[src/rtl/fetch_stage.sv]
// fetch_stage
//   Instruction-fetch stage of the five-stage pipeline. Owns the program
//   counter, issues icache reads, and writes the F/D latch consumed by decode.
//   Handles hazard stalls, downstream redirects, and stops issuing reads once
//   a HALT instruction has been fetched.
//
// Parameters
//   PC_INIT      PC value loaded on reset
//   HALT_OP      opcode (instr[31:26]) identifying HALT
//
// Ports
//   CLK          core clock, rising edge
//   RST          synchronous active-high reset
//   imemREN      icache read request
//   imemaddr     icache read address (always the current pc)
//   ihit         icache hit, imemload valid this cycle
//   imemload     instruction word from the icache
//   stall        hazard unit hold of pc and F/D latch
//   redirect     taken branch/jump resolved downstream
//   redirect_pc  target pc for redirect
//   fd_instr     F/D latch instruction field
//   fd_pc_plus_4 F/D latch pc+4 field
//   fd_valid     F/D latch holds a real instruction (0 = bubble)
//   fetch_halted fetch is in the HALTED state
//   fetch_count  number of instructions accepted into F/D (wraps)
module fetch_stage #(
    parameter logic [31:0] PC_INIT = 32'h0000_0000,
    parameter logic [5:0]  HALT_OP = 6'b111111
) (
    input  logic        CLK,
    input  logic        RST,
    output logic        imemREN,
    output logic [31:0] imemaddr,
    input  logic        ihit,
    input  logic [31:0] imemload,
    input  logic        stall,
    input  logic        redirect,
    input  logic [31:0] redirect_pc,
    output logic [31:0] fd_instr,
    output logic [31:0] fd_pc_plus_4,
    output logic        fd_valid,
    output logic        fetch_halted,
    output logic [31:0] fetch_count
);

    typedef enum logic {
        FETCH  = 1'b0,
        HALTED = 1'b1
    } state_t;

    state_t      state;
    logic [31:0] pc;
    logic [31:0] pc_next_seq;

    assign pc_next_seq  = pc + 32'd4;
    assign imemaddr     = pc;
    // Request is gated by RST so no read is issued while reset is held.
    assign imemREN      = (state == FETCH) && !RST;
    assign fetch_halted = (state == HALTED);

    always_ff @(posedge CLK) begin
        if (RST) begin
            pc           <= PC_INIT;
            fd_instr     <= '0;
            fd_pc_plus_4 <= '0;
            fd_valid     <= 1'b0;
            fetch_count  <= '0;
            state        <= FETCH;
        end else if (redirect) begin
            // Redirect overrides stall and cancels any wrong-path HALT.
            pc           <= redirect_pc;
            fd_instr     <= '0;
            fd_pc_plus_4 <= '0;
            fd_valid     <= 1'b0;
            state        <= FETCH;
        end else if (stall) begin
            // Hold everything, including a valid F/D entry during a miss.
        end else begin
            case (state)
                FETCH: begin
                    if (ihit) begin
                        fd_instr     <= imemload;
                        fd_pc_plus_4 <= pc_next_seq;
                        fd_valid     <= 1'b1;
                        fetch_count  <= fetch_count + 32'd1;
                        if (imemload[31:26] == HALT_OP) begin
                            // pc stays on the HALT so nothing past it is fetched.
                            state <= HALTED;
                        end else begin
                            pc <= pc_next_seq;
                        end
                    end else begin
                        fd_instr     <= '0;
                        fd_pc_plus_4 <= '0;
                        fd_valid     <= 1'b0;
                    end
                end
                HALTED: begin
                    fd_instr     <= '0;
                    fd_pc_plus_4 <= '0;
                    fd_valid     <= 1'b0;
                end
                default: begin
                    state <= FETCH;
                end
            endcase
        end
    end

endmodule

[config.mk]
export PLATFORM = sky130hd
export DESIGN_NAME = fetch_stage
export DESIGN_NICKNAME = d
export VERILOG_FILES = /design/src/rtl/fetch_stage.sv
export SDC_FILE = /design/constraint.sdc
export NUM_CORES = 1
export LEC_CHECK = 0
export ABC_CLOCK_PERIOD_IN_PS = 5340
export CELL_PAD_IN_SITES_DETAIL_PLACEMENT = 0
export CELL_PAD_IN_SITES_GLOBAL_PLACEMENT = 1
export CORE_UTILIZATION = 36
export DETAILED_ROUTE_END_ITERATION = 6
export PLACE_DENSITY = 0.94
export SLEW_MARGIN = 30
export SYNTH_ARGS = -nofsm -noshare
export SYNTH_HDL_FRONTEND = slang
export SYNTH_SLANG_ARGS = --single-unit
export TNS_END_PERCENT = 50
[constraint.sdc]
create_clock -name CLK -period 5.34 [get_ports CLK]
set_clock_uncertainty 0.1 [all_clocks]
set_input_delay 1.068 -clock CLK [delete_from_list [all_inputs] [get_ports CLK]]
set_output_delay 1.068 -clock CLK [all_outputs]
set_load 0.01 [all_outputs]
# Yosys cells after proc, flatten, opt, wreduce, memory -nomap -nowiden
# Cells that the tools add are included.
totals:
  ff_bits: 130
  in_bits: 69
  wordCells: 35
op_classes:
  add_sub_neg: 2
  n_eq_ne: 4
  mux: 14
  bitwise: 3
  n_reduce_logical: 6
op_table:
  columns: ["op", "count"]
  rows:
  - ["$mux 32", 7]
  - ["$pmux 32 s2", 2]
  - ["$add 32x1->32 const B", 1]
  - ["$add 32x3->32 const B", 1]
  - ["$reduce_and 4->1", 2]
  - ["$eq 6x6->1 const B", 1]
  - ["$mux 1", 4]
  - ["$ne 2x2->1 const B", 2]
  - ["$not 1->1", 3]
  - ["$ne 2x1->1 const B", 1]
  - ["$pmux 1 s2", 1]
  - ["$reduce_bool 2->1", 1]
  - ["$reduce_or 2->1", 1]
  - ["$logic_and 1x1->1", 1]
  - ["$logic_not 1->1", 1]

# Logic depth before layout (Yosys ltp)
depth:
  word_depth: 6
  ltp_mapped: 8
  mapped_depth_nobuf: 5

# Worst setup path before layout
# No wires, ideal clock.
synth_timing:
  path_kind: "input -> register"
  from: "input redirect"
  to: "register fetch_count[29]"
  setup_time_ns: 0.132
  arrival_ns: 3.011
  path_slack_ns: 2.096
  stages: 8
  n_path_buf: 4
  path_cell_list: "buf_6 -> or4b_1 -> or4_1 -> buf_2 -> clkbuf_1 -> clkbuf_1 -> o31ai_1 -> a21oi_1"
synth_via:
  elab_chain_len: 2
synth_rtl:
  columns: ["element", "line", "text"]
  rows:
  - ["start: declaration", "37", "input logic redirect,"]
  - ["$not 1->1 (no line)", null, null]
  - ["$reduce_and 4->1 (no line)", null, null]
  - ["end signal: assignment", "85", "fetch_count <= fetch_count + 32'd1;"]
  - ["end: declaration", "43", "output logic [31:0] fetch_count"]
# No other way between the ends.
# A chain may end at the register's enable or synchronous reset.

# Worst setup path after layout
layout_timing:
  from: "input ihit"
  to: "register fetch_count[31]"
layout_via:
  elab_chain_len: 1
layout_rtl:
  columns: ["element", "line", "text"]
  rows:
  - ["start: declaration", "34", "input logic ihit,"]
  - ["$reduce_and 4->1 (no line)", null, null]
# No other way between the ends.

==> impl_results.md <==
* Power Dens Cells at 276 nW/um^2
* Resized cells post-CTS at 0
* Place WS at 932 ps
* CTS tree: done
* Share of layout cells above drive strength 1 at 0.0549
* Hold_buf cts at 0
* RSZ-0062 raised after global routing: false
* Most used DFF post-synth: dfxtp_1
* Synth Register Bits at 130
* Leak at 0.00286 uW
* Count of synthesis-stage warnings from yosys at 0
* Tcrit/Tclk final at 0.738
* FF-to-FF setup slack at 2190 ps
* Drt total wl at 19,300 microns
* Area of the core at 16,600 sq um
* Worst Setup Start Kind: input pin
* CP startpoint: ihit
* Post-DP HPWL at 13,000 microns
* Post-Syn Instances at 729
* Vias at 6,283
* Fillers at 1,550
* RR Endpoint: fetch_count[31]
* Vias per Instance at 5.56
* Highest clock rate at 254 MHz
* Clk buf depth at 2
* Post-CTS setup buffers at 0
* Drt first pass iters at 5
* Seq pwr share at 0.424
* Antenna fix cells at 0
* Initial Util at 0.369
* Initial antenna violation count at 1
* Global Route Usage Sum at 0.223
* First-pass GRT wire length at 31,300 microns
* Overall Power at 2440 uW
* Vias in the first global route at 5,883
* Die height at 132 microns
* Rows at 47
* Met3 wire len at 1750 microns
* Max Slew Vio Count at 0
* Critical path class: input pin to flip-flop
* Average size of a mapped cell at 8.40 sq um
* Worst hold start: fd_pc_plus_4[15]
* Clock power share at 0.481
* Setup TNS at 0 ps
* H-tree levels at 4
* TritonCTS Buffers at 17
* Hold Path Sink: fd_pc_plus_4[15]
* Hold depth at 2
* Most frequent cells in the layout: 197 x clkdlybuf4s50_1, 130 x dfxtp_1, 72 x nor2_1
* Final std cells w/o fill at 1,130
* Sequential share of the synthesized area at 0.425
* Worst-path fanout max at 35
* Top sig layer: met5
* Die Area at 17,500 sq um
* Nets at 970
* Commonest non-fill, non-tap cell in the layout: clkdlybuf4s50_1
* CP arrival at 4140 ps
* CP endpoint kind: flip-flop
* Maximum vdd drop at 222 uV
* Top-area cell type share of the netlist area at 0.425
* Max Cap Viol at 0
* Min-Delay Path Class: flip-flop to flip-flop
* Wirelength per Cell at 17.1 microns
* R2R depth at 4
* Async SR Flop Fraction at 0
* Die extent in x at 132 microns
* Gp weighted congestion at 0.796
* DP Area at 8230 sq um
* Worst R2R Start: fetch_halted
* Req. time, crit path at 5540 ps
* Largest net degree at the start of global routing at 49
* Switch Pwr at 564 uW
* Final Critical Period at 3940 ps
* Placed Cells incl. Taps at 1,100
* Max transition margin at 0.439
* Final WS setup at 1400 ps
* Root buf cell: clkbuf_16
* Final hold vios at 0
* Gate power share at 0.095
* Residual DRC at 0
* Overflow after GRT at 0
* Sink Count at 130
* Worst skew pair latency at 410 ps
* Mapped Area at 6130 sq um
* Largest cells by area after synthesis: dfxtp_1 42%, a22oi_1 4.7%, nor2_1 4.4%
* Iteration-0 DRC count of the detailed router at 418
* Syn nets at 800
* IO Port Bufs at 199
* Tightest Pin Transition at 839 ps
* Switching share of power at 0.231
* Cell Int Power at 1870 uW
* Post-synth EDFFs at 0
* Post-route cell area at 8820 sq um
* Setup violators final at 0
* Met1 wire length at 8420 microns
* Num ports at 200
* Count of cell types in the netlist at 54
* Outcome: complete, no violations
* Clock slew at reported path FFs at 60 ps
* Top cell type by total area after synthesis: dfxtp_1
* Final ANT Viol Nets at 0
* Layout area overhead at 44.0%
* Met2 WL at 8930 microns
-- power by group through the flow --
stage	registers [uW]	clock network, uW	logic, uW
5_1_grt	1040	1240	249
6_report	1030	1170	231
3_5_place_dp	1050	0	231
3_3_place_gp	1050	0	231
4_1_cts	1030	1190	233
2_1_floorplan	1050	0	97.6
-- kinds of logic (layout without fill, tap and decap cells) --
logic type / Yosys count / in the layout / share of synthesized area
flops: 130 / 130 / 0.425
xor+xnor: 20 / 20 / 0.0286
buf+inv: 69 / 250 / 0.0449
compound gates: 192 / 192 / 0.216
mux: 4 / 4 / 0.00674
simple gates: 312 / 312 / 0.275
fa+ha+maj: 2 / 2 / 0.00408
-- registers in the layout, summed over array words and instances (netlist names) --
signal	flops
fd_instr	32
fd_pc_plus_4	32
fd_valid	1
fetch_count	32
fetch_halted	1
imemaddr	32
-- synthesized netlist by cell type (all sizes together) (2+ instances only) --
master and instances:
nand3 25, dfxtp 130, nand2b 6, a311oi 5, nor2b 4, a32oi 2, o221ai 10, o21a 5
nand2 65, nor4b 2, and4 10, nor4 5, mux2i 3, o311ai 8, or4 29, nand4 26
nor2 72, a22oi 38, and2 19, and3 2, o31ai 17, nor3 11, nand4b 6, or3 17
clkbuf 45, a31oi 16, inv 12, xnor2 12, or2 6, a211oi 9, o21ai 30, buf 12
nor3b 2, o211ai 19, xor2 8, nand4bb 2, or4b 2, a21oi 28, ha 2
-- worst max path at each step --
| stage | end | slack [ps] | cells after the start |
|---|---|---|---|
| floorplan | fetch_count[29] | 2100 | 8 |
| global placement | fetch_count[31] | 1000 | 5 |
| detailed placement | fetch_count[31] | 930 | 5 |
| CTS | fetch_count[31] | 1370 | 5 |
| global route | fetch_count[31] | 1280 | 5 |
| finish | fetch_count[31] | 1400 | 5 |
-- layout make-up --
| type | instances | area, sq um | area share |
|---|---|---|---|
| clock buffer | 25 | 475 | 0.0539 |
| clock inverter | 5 | 103 | 0.0116 |
| inverter | 12 | 45.0 | 0.00511 |
| multi-input combinational | 530 | 3270 | 0.371 |
| sequential | 130 | 2600 | 0.295 |
| tap | 220 | 275 | 0.0312 |
| timing repair buffer | 208 | 2050 | 0.232 |
-- worst max-delay path, cell delays in order --
cell,delay [ps]
clkdlybuf4s50_1,600
or4b_1,680
or4_2,1060
nor4_1,370
mux2_1,350
-- layer usage --
metal / global-route usage / vias up
li1: - / 3086
met1: 0.278 / 2957
met2: 0.358 / 223
met3: 0.0889 / 15
met4: 0.0536 / 2
met5: 0 / -
-- metrics by stage --
step,hold WS [ps],utilization
after CTS,360,0.531
after global placement,343,0.496
final,357,0.532
after global routing,387,0.532
after floorplan,382,-
after detailed placement,347,0.496
Power figures use the tool's default switching activity.
==> edit 1 (same settings) <==
Put one more register stage on the output `fetch_count`, cleared by the reset. The value now appears one clock later. The other outputs are not delayed to match.
--- a/src/rtl/fetch_stage.sv
+++ b/src/rtl/fetch_stage.sv
@@ -49,4 +49,6 @@
     } state_t;
 
+    logic [31:0] fetch_count_s0;
+
     state_t      state;
     logic [31:0] pc;
@@ -65,5 +67,5 @@
             fd_pc_plus_4 <= '0;
             fd_valid     <= 1'b0;
-            fetch_count  <= '0;
+            fetch_count_s0 <= '0;
             state        <= FETCH;
         end else if (redirect) begin
@@ -83,5 +85,5 @@
                         fd_pc_plus_4 <= pc_next_seq;
                         fd_valid     <= 1'b1;
-                        fetch_count  <= fetch_count + 32'd1;
+                        fetch_count_s0 <= fetch_count_s0 + 32'd1;
                         if (imemload[31:26] == HALT_OP) begin
                             // pc stays on the HALT so nothing past it is fetched.
@@ -108,4 +110,12 @@
     end
 
+    always_ff @(posedge CLK) begin
+        if (RST) begin
+            fetch_count <= '0;
+        end else begin
+            fetch_count <= fetch_count_s0;
+        end
+    end
+
 endmodule
 
Function: changed (Yosys sat finds a counterexample within 4 cycles, from zero or initial values and one cycle with RST high).
==> edit 1 against the unedited design <==
- combinational power shrank 9.1%
- area after synthesis grew 6.1%
- sequential cell count up 32
- cell count shrank 1.4%
- total power up 9.3%
- routed wire length shrank 5.5%
- worst setup slack better by 540 ps
- final area grew 4.5%
==> edit 1: results (changes against the unedited design) <==
GRT:
- The met3 usage in global routing is 5.556% (-3.3 points).
- The global-route track usage on met2 came to 30.91% (-4.9 points).
- The global-route total usage across every layer was 19.57% (-2.7 points).
- The met1 track demand over resource in global routing is 25.84% (-1.9 points).
- The via count of the first global-routing pass is 5194 (-12%).
- The wire length of the first global-routing pass is 27980 um (-11%).
- The initial antenna violation count is 2 (+1).

Drt:
- The initial detailed-routing violation count is 379 (-9.3%).
- The length of routed wiring on met1 is 8287 um (-1.5%).
- The total met3 wirelength after detailed routing is 1211 um (-31%).
- The via count of the routed design is 5693 (-9.4%).

Cells and area:
- The fraction of layout cells with a size suffix above 1 is 6.194% (+0.70 points).
- The filler-free cell count of the finished design is 1114 (-1.4%).
- The number of nets in the final layout is 947 (-2.4%).

Logic synthesis:
- The count of mapped cells out of synthesis came to 693 (-4.9%).
- The count of distinct cell types in the synthesized netlist is 48 (-11%).
- The adder-cell share of the synthesized area is 0.3850% (-0.023 points).
- The sequential fraction of the synthesis area is 49.89% (+7.4 points).
- The synthesized netlist net count is 764 (-4.5%).
- After synthesis, the cell types taking the most area are sky130_fd_sc_hd__dfxtp_1 50%, sky130_fd_sc_hd__xnor2_1 5.1%, sky130_fd_sc_hd__a22o_1 5.0%, sky130_fd_sc_hd__xor2_1 4.2%, sky130_fd_sc_hd__nand2_1 3.7%.
- The proportion of synthesized area in mux cells was 0.4812% (-0.19 points).
- The share of the synthesized area in compound gates (AO/OA/AOI/OAI) is 12.63% (-9.0 points).
- The xor and xnor fraction of the mapped netlist area is 9.297% (+6.4 points).

Power:
- The total net switching power is 0.6247 mW (+11%).
- The worst IR drop on VDD was 0.2725 mV (+23%).
- The combinational power is 0.210 mW (-9.1%).
- The static leakage power is 3.251 nW (+14%).
- The portion of total power attributed to combinational logic is 7.9% (-1.6 points).

Worst setup path:
- The peak per-stage delay on the critical path is 570 ps (-490 ps).
- The slowest stage of the critical path is the sky130_fd_sc_hd__buf_2 cell.
- The arrival time of the worst setup path is 2240 ps (-1900 ps).
- The top fanout value on the critical path is 36 (+2.9%).
- The cell family with the largest share of critical-path delay is buffers and inverters.

Run status:
- The flow ran to the end, and the final reports show no timing, DRC or antenna violations.

Timing:
- The worst-case headroom to the max-slew limit is 38.87% (-5.1 points).
-- edit 1: cell count changes in the layout (fill, tap and decap cells not counted), sizes merged, moves of 9 or more --
cell    before  now
o31ai       17    0
and2        19    9
a21oi       28    7
a22oi       38    0
and3         2   18
o211ai      19    4
dfxtp      130  162
a22o         0   37
xnor2       12   38
or3         17    8
xor2         8   31
or4         29    1
nor2b        4   29
a31oi       16    7
-- edit 1: final timing paths --
| path | slack, ps | from | cells past startpoint | endpoint |
|---|---|---|---|---|
| setup / recovery | 1930 | RST | 3 | imemREN |
| hold / removal | 350 | fd_valid | 2 | fd_valid |
| setup reg to reg | 2760 | imemaddr[2] | 6 | imemaddr[30] |
| hold reg to reg | 350 | fd_valid | 2 | fd_valid |
-- edit 1: area by class of cell --
type / count / area, um^2
clock buffer: 19 / 432.9
antenna: 1 / 2.502
sequential: 162 / 3243
multi-input combinational: 478 / 3042
tap: 225 / 281.5
inverter: 11 / 41.29
timing repair buffer: 206 / 2039
fill: 1623 / 8260
clock inverter: 12 / 133.9
==> edit 2 (config.mk and constraints unchanged) <==
Made on the original files. Reset style: asynchronous (`RST`), changed in one clocked block. Comments in the files are not updated.
--- a/src/rtl/fetch_stage.sv
+++ b/src/rtl/fetch_stage.sv
@@ -59,5 +59,5 @@
     assign fetch_halted = (state == HALTED);
 
-    always_ff @(posedge CLK) begin
+    always_ff @(posedge CLK or posedge RST) begin
         if (RST) begin
             pc           <= PC_INIT;
Formal check against the unedited RTL: differs if RST is asserted again (counterexample within 4 cycles, from zero or initial values and one cycle with RST high); with RST held inactive, the same outputs for 4 cycles.
==> edit 2 against the unedited design <==
- hold slack gained 16 ps
- worst setup slack gained 570 ps
- area after synthesis shrank 3.7%
- critical path depth grew 1
- routed wire length shrank 14%
- combinational power grew 60%
- global-route usage shrank 2.1 points
- total power grew 6.7%
- final area shrank 1.3%
- maximum frequency grew 17%
- cell count shrank 13%
- sequential cell count is the same
- critical endpoint is now imemaddr[14]
==> edit 2: results (changes against the unedited design) <==
Logic synthesis:
- The adder-cell share of the synthesized area was 0.4241% (+0.016 points).
- Ranked by total cell area, the synthesized netlist is headed by sky130_fd_sc_hd__dfrtp_1 55%, sky130_fd_sc_hd__xnor2_1 6.2%, sky130_fd_sc_hd__xor2_1 5.9%, sky130_fd_sc_hd__nand2_1 5.8%, sky130_fd_sc_hd__a22o_1 5.5%.
- The count of distinct cell types in the synthesized netlist is 47 (-13%).
- The commonest register cell after synthesis is sky130_fd_sc_hd__dfrtp_1.
- The sequential fraction of the synthesis area is 55.13% (+13 points).
- Sorting the synthesized cells by how often they occur yields 130 x sky130_fd_sc_hd__dfrtp_1, 91 x sky130_fd_sc_hd__nand2_1, 51 x sky130_fd_sc_hd__o21ai_0.
- The share of the synthesized area in compound gates (AO/OA/AOI/OAI) is 11.83% (-9.8 points).
- The async set-or-reset flop fraction in the synthesized netlist is 100.0% (+100 points).
- The xor and xnor fraction of the mapped netlist area is 12.17% (+9.3 points).

Cells and area:
- The number of nets in the final layout came to 823 (-15%).
- The number of fill cells in the layout was 1401 (-9.6%).
- The fraction of layout cells with a size suffix above 1 is 7.190% (+1.7 points).

Timing:
- The post-layout minimum cycle time is 3378 ps (-565.3 ps).
- The worst hold slack across all endpoints is 373.1 ps (+15.92 ps).

Power:
- The worst IR drop on VDD is 0.2152 mV (-3.1%).
- The static leakage power is 3.626 nW (+27%).
- The total net switching power came to 0.6930 mW (+23%).

Hold path:
- The startpoint of the tightest hold check path is fd_pc_plus_4[26].

Drt:
- The post-detailed-route via-to-cell ratio was 5.041 (-9.3%).
- The length of routed wiring on met1 is 7407 um (-12%).
- The average wire per cell in the routed design is 16.94 um (-0.68%).

Worst setup path:
- The top fanout value on the critical path is 16 (-54%).
- The number of cell instances on the worst register-to-register path came to 5 (+1).
- The beginning of the worst register-to-register path is fetch_halted.

Place:
- The last weighted congestion value of the routability-driven placer was 0.8347 (+4.9%).
- The total instance count after detailed placement is 948 (-14%).
- The half-perimeter wire length of the detailed placement result is 11660 um (-10%).

Run status:
- The flow ran to the end, and the final reports show no timing, DRC or antenna violations.

GRT:
- The met1 track demand over resource in global routing came to 26.38% (-1.4 points).
- The largest net degree at the start of global routing is 58 (+18%).
- The initial antenna violation count is 0 (-1).
-- edit 2: cell count changes after synthesis, moves of 30 or more --
cell,before,now
sky130_fd_sc_hd__xor2_1,8,40
sky130_fd_sc_hd__xnor2_1,12,42
sky130_fd_sc_hd__dfxtp_1,130,0
sky130_fd_sc_hd__dfrtp_1,0,130
sky130_fd_sc_hd__a22oi_1,38,0
sky130_fd_sc_hd__a22o_1,0,37
sky130_fd_sc_hd__nor2_1,72,18
-- edit 2: power groups by stage --
stage	logic, mW	clock network (mW)	registers, mW
floorplan	0.133	0	1.15
global placement	0.366	0	1.14
detailed placement	0.371	0	1.14
CTS	0.372	1.13	1.12
global route	0.401	1.18	1.13
finish	0.370	1.11	1.12
-- edit 2: layout make-up --
type | instances | area share, %
Multi-Input combinational cell | 391 | 29.04
Tap cell | 216 | 3.104
Timing Repair Buffer | 206 | 23.65
Clock inverter | 14 | 1.509
Sequential cell | 130 | 37.36
Inverter | 6 | 0.2874
Clock buffer | 18 | 5.044
